==> config.mk <==
export PLATFORM = sky130hd
export DESIGN_NAME = occupancy_gate_ctrl
export DESIGN_NICKNAME = d
export VERILOG_FILES = /design/src/rtl/occupancy_gate_ctrl.sv
export SDC_FILE = /design/constraint.sdc
export NUM_CORES = 1
export LEC_CHECK = 0
export CORE_UTILIZATION = 45
export CTS_BUF_LIST = sky130_fd_sc_hd__clkbuf_16
export CTS_CLUSTER_SIZE = 40
export DETAILED_ROUTE_END_ITERATION = 16
export PLACE_DENSITY = 0.68
export SLEW_MARGIN = 25
export SYNTH_ARGS = -nofsm -noshare
export SYNTH_HDL_FRONTEND = slang
export SYNTH_SLANG_ARGS = --single-unit
==> constraint.sdc <==
create_clock -name clk -period 3.3 [get_ports clk]
set_input_delay 0.33 -clock clk [delete_from_list [all_inputs] [get_ports clk]]
set_output_delay 0.33 -clock clk [all_outputs]
set_load 0.01 [all_outputs]
==> src/rtl/occupancy_gate_ctrl.sv <==
// Parking-lot occupancy counter with saturating count, sticky error flags,
// and an entry-barrier FSM (CLOSED / OPEN / DENY) driven by the current full status.
module occupancy_gate_ctrl #(
    parameter int BITS           = 8,
    parameter int CAPACITY       = 99,
    parameter int TIMEOUT_CYCLES = 50_000_000
) (
    input  logic            clk,
    input  logic            reset_n,
    input  logic            enter,
    input  logic            exit,
    input  logic            arrive,
    input  logic            load,
    input  logic [BITS-1:0] load_value,
    input  logic            err_clr,
    output logic [BITS-1:0] count,
    output logic            full,
    output logic            empty,
    output logic            overflow_err,
    output logic            underflow_err,
    output logic            gate_open,
    output logic            deny
);

    localparam int TW = (TIMEOUT_CYCLES > 1) ? $clog2(TIMEOUT_CYCLES) : 1;

    localparam logic [BITS-1:0] CAP_V  = BITS'(CAPACITY);
    localparam logic [BITS-1:0] ZERO_V = {BITS{1'b0}};
    localparam logic [BITS-1:0] ONE_V  = BITS'(1);
    localparam logic [TW-1:0]   T_ZERO = {TW{1'b0}};
    localparam logic [TW-1:0]   T_ONE  = TW'(1);
    localparam logic [TW-1:0]   T_LAST = TW'(TIMEOUT_CYCLES - 1);

    localparam logic [1:0] ST_CLOSED = 2'd0;
    localparam logic [1:0] ST_OPEN   = 2'd1;
    localparam logic [1:0] ST_DENY   = 2'd2;

    logic [BITS-1:0] count_r, count_next_s;
    logic            ovf_r, ovf_next_s;
    logic            unf_r, unf_next_s;
    logic [1:0]      state_r, state_next_s;
    logic [TW-1:0]   timer_r, timer_next_s;
    logic            gate_open_r, deny_r;
    logic            full_s, empty_s;
    logic            ovf_event_s, unf_event_s;

    // Status decode from the count register only.
    always_comb begin
        full_s  = (count_r == CAP_V);
        empty_s = (count_r == ZERO_V);
    end

    // Next count and error-event detection, load first then enter/exit.
    always_comb begin
        count_next_s = count_r;
        ovf_event_s  = 1'b0;
        unf_event_s  = 1'b0;
        if (load) begin
            count_next_s = (load_value > CAP_V) ? CAP_V : load_value;
        end else if (enter && exit) begin
            count_next_s = count_r;
        end else if (enter) begin
            if (count_r < CAP_V) begin
                count_next_s = count_r + ONE_V;
            end else begin
                ovf_event_s = 1'b1;
            end
        end else if (exit) begin
            if (count_r > ZERO_V) begin
                count_next_s = count_r - ONE_V;
            end else begin
                unf_event_s = 1'b1;
            end
        end else begin
            count_next_s = count_r;
        end
    end

    // Sticky error flags: a fresh error outranks err_clr in the same cycle.
    always_comb begin
        if (load) begin
            ovf_next_s = 1'b0;
            unf_next_s = 1'b0;
        end else begin
            if (ovf_event_s) begin
                ovf_next_s = 1'b1;
            end else if (err_clr) begin
                ovf_next_s = 1'b0;
            end else begin
                ovf_next_s = ovf_r;
            end
            if (unf_event_s) begin
                unf_next_s = 1'b1;
            end else if (err_clr) begin
                unf_next_s = 1'b0;
            end else begin
                unf_next_s = unf_r;
            end
        end
    end

    // Barrier FSM next state; the timer only runs while OPEN.
    always_comb begin
        state_next_s = state_r;
        timer_next_s = T_ZERO;
        case (state_r)
            ST_CLOSED: begin
                if (arrive && !full_s) begin
                    state_next_s = ST_OPEN;
                end else if (arrive && full_s) begin
                    state_next_s = ST_DENY;
                end else begin
                    state_next_s = ST_CLOSED;
                end
            end
            ST_OPEN: begin
                if (enter) begin
                    state_next_s = ST_CLOSED;
                end else if (timer_r == T_LAST) begin
                    state_next_s = ST_CLOSED;
                end else begin
                    state_next_s = ST_OPEN;
                    timer_next_s = timer_r + T_ONE;
                end
            end
            ST_DENY: begin
                if (!arrive) begin
                    state_next_s = ST_CLOSED;
                end else if (!full_s) begin
                    state_next_s = ST_OPEN;
                end else begin
                    state_next_s = ST_DENY;
                end
            end
            default: begin
                state_next_s = ST_CLOSED;
            end
        endcase
    end

    // State, count, flags and registered Moore outputs.
    always_ff @(posedge clk or negedge reset_n) begin
        if (!reset_n) begin
            count_r     <= ZERO_V;
            ovf_r       <= 1'b0;
            unf_r       <= 1'b0;
            state_r     <= ST_CLOSED;
            timer_r     <= T_ZERO;
            gate_open_r <= 1'b0;
            deny_r      <= 1'b0;
        end else begin
            count_r     <= count_next_s;
            ovf_r       <= ovf_next_s;
            unf_r       <= unf_next_s;
            state_r     <= state_next_s;
            timer_r     <= timer_next_s;
            gate_open_r <= (state_next_s == ST_OPEN);
            deny_r      <= (state_next_s == ST_DENY);
        end
    end

    assign count         = count_r;
    assign full          = full_s;
    assign empty         = empty_s;
    assign overflow_err  = ovf_r;
    assign underflow_err = unf_r;
    assign gate_open     = gate_open_r;
    assign deny          = deny_r;

endmodule

==> flow_summary.toml <==
[outcome]
status = "finished, final reports clean"

[clock_network]
cts_tree = "yes"
path_clk_slew_ps = 60
root_buffer = "clkbuf_16"
clk_latency_ps = 280
ctsHoldBuffers = 0
cts_setup_buffers = 0
htreeDepth = 2
cts_buffer_depth = 2
cts.sinks = 40
cts_buffers = 5
ctsResizeCount = 0

[layout]
area_delta_synth_final_pct = 20.87
antenna_cells = 0
final_nets = 290
seq_area_um2 = 1001
stdcell_area_um2 = 2754
n_fill_cell = 452
drive_gt1_share_pct = 7.836
multi_input_area_um2 = 1191

[logic_synthesis]
synth_area_um2 = 2278
netlist_instances = 236
ys_seq_elements = 40
postSynthAreaPerCell_um2 = 9.654
async_flop_share_pct = 100.0
yosys.area.top_type = "dfrtp_1"
ys_types = 48
synthTopCellsByCount = "dfrtp_1, nor2_1, xnor2_1, nand2_1, nand3_1"
synth_nets = 259
synth_most_common_cell = "dfrtp_1"
ys_seq_area_share_pct = 43.93
yosysWarnings = 0
synthTopCellsByArea = "dfrtp_1, xnor2_1, nor2_1, ha_1, nand3_1"
ys.flop_type = "dfrtp_1"
synth_top_area_share_pct = 43.93
synth_edf_count = 0

[worst_setup_path]
required_ps = 2970
worstPathArrival_ps = 2220
cpPeakStageDelay_ps = 610
reg2regPathDepth = 7
critPathCaptureType = "output pin"
r2r_end = "state_r[0]"
reg2reg_setup_slack_ps = 1210
critPathLaunchType = "register"
cpMaxStageDelayCell = "clkdlybuf4s50_1"
critPathKind = "register to output pin"
path_cells = "or4_4 > nor2_1 > clkdlybuf4s50_1"
cp_max_fo = 5
r2r-start = "timer_r[0]"

[sta]
rsz0062_at_grt = "no"
post-route-period-util_pct = 77.27
finalSetupViolations = 0
period_minus_slack_ps = 2550
tns_ps = 0
hold_viol = 0
clock_skew_ps = 3.306
hold_ws_ps = 164.8
worst_pin_slew_ps = 862.3
slew_headroom_pct = 42.51
slew_violations = 0
timing.fmax_ghz = 0.3922

[floorplan]
start_util_pct = 47.61
io_pins = 29
die_w_um = 73.16
die_h_um = 73.16
rows = 25
dieArea_um2 = 5352
core_area_um2 = 4786

[route]
wl_mm = 4.655
via_per_inst = 5.325
ant_nets = 0
vias = 1784
avgRoutedWirePerCell_um = 13.90
drc = 0
dr.pass1.iters = 4
initialDrtViolationCount = 64

[place]
portBuffers = 28
gp_congestion = 0.8303
post-dp-hpwl_mm = 3.387
dpl_cell_area_um2 = 2600

[job]
max-cap-violations = 0

[power]
p_total_w = 0.001664
peakVddDrop_mv = 0.2979
powerDensity_nw_per_um2 = 604.3
total_leakage_power_nw = 1.113

[global_route]
grt_usage_pct = 19.69
grt_pass1_vias = 1739
grt_pass1_wl_mm = 7.976
antenna_found_initial = 0
grt_max_degree = 41
grt_overflow = 0

[hold_path]
hold_path.class = "primary input to async pin"
==> metrics by stage <==
step / setup WS, ps / instances / util [%]
2_1_floorplan: 1404 / 236 / -
3_5_place_dp: 750.9 / 326 / 54.33
4_1_cts: 749.3 / 334 / 57.23
3_3_place_gp: 815.2 / 326 / 54.33
6_report: 750.0 / 335 / 57.54
5_1_grt: 690.0 / 335 / 57.54
==> area by class of cell <==
type	count	share of cell area, %
Inverter	13	1.772
Clock inverter	3	0.4998
Multi-Input combinational cell	178	43.25
Tap cell	67	3.044
Clock buffer	5	4.543
Timing Repair Buffer	29	10.54
Sequential cell	40	36.35
==> metal layers <==
layer | GRT usage, % | vias to the layer above | share of wire, %
met2 | 30.86 | 26 | 45
met5 | 0 | - | 0
met4 | 5.882 | 0 | 1.2
li1 | - | 890 | -
met3 | 4.420 | 6 | 2.7
met1 | 27.09 | 862 | 51
==> sequential cells by signal, indices dropped and copies added (netlist names) <==
| register | flops |
|---|---|
| deny | 1 |
| gate_open | 1 |
| state_r | 2 |
| overflow_err | 1 |
| timer_r | 26 |
| count | 8 |
| underflow_err | 1 |
==> placed cells by master, fill, tap and decap left out, types with 3 or more instances in the layout <==
| master | n |
|---|---|
| xor2_1 | 8 |
| dfrtp_1 | 40 |
| nand3_1 | 15 |
| xnor2_1 | 19 |
| nand4_1 | 3 |
| a21o_1 | 3 |
| clkdlybuf4s50_1 | 27 |
| nor3_1 | 7 |
| a21oi_1 | 6 |
| and3_1 | 4 |
| inv_1 | 13 |
| nand2_1 | 16 |
| nor2_1 | 36 |
| and2_1 | 4 |
| o21ai_1 | 4 |
| o21ai_0 | 7 |
| and4_1 | 4 |
| clkbuf_16 | 5 |
| ha_1 | 7 |
==> critical path: cells and delay by family (launching register included) <==
| family | cells | cell delay (ps) |
|---|---|---|
| and+or+nand+nor | 2 | 920 |
| buffers and inverters | 1 | 610 |
| DFF | 1 | 420 |
==> worst max path at each step <==
stage | from | end | slack, ps | cells past startpoint
floorplan | count[4] | count[5] | 1400 | 4
CTS | count[4] | full | 750 | 3
global placement | enter | count[5] | 820 | 8
detailed placement | enter | count[5] | 750 | 8
global route | count[4] | full | 690 | 3
finish | count[4] | full | 750 | 3
==> where the power goes <==
group	switching (W)	leakage, nW	internal [W]
combinational	0.000285	0.504	0.000298
sequential	0.0000777	0.538	0.000546
clock	0.000183	0.0710	0.000274
total	0.000545	1.11	0.00112
==> logic make-up after synthesis <==
group                    synth area share (%)
AND/OR/NAND/NOR                         24.05
flip-flops                              43.93
AO/OA/AOI/OAI                           12.47
XOR/XNOR                                10.38
buffers and inverters                   3.789
adder cells (fa/ha/maj)                 4.723
multiplexers                           0.6588
(Power assumes the default switching activity.)
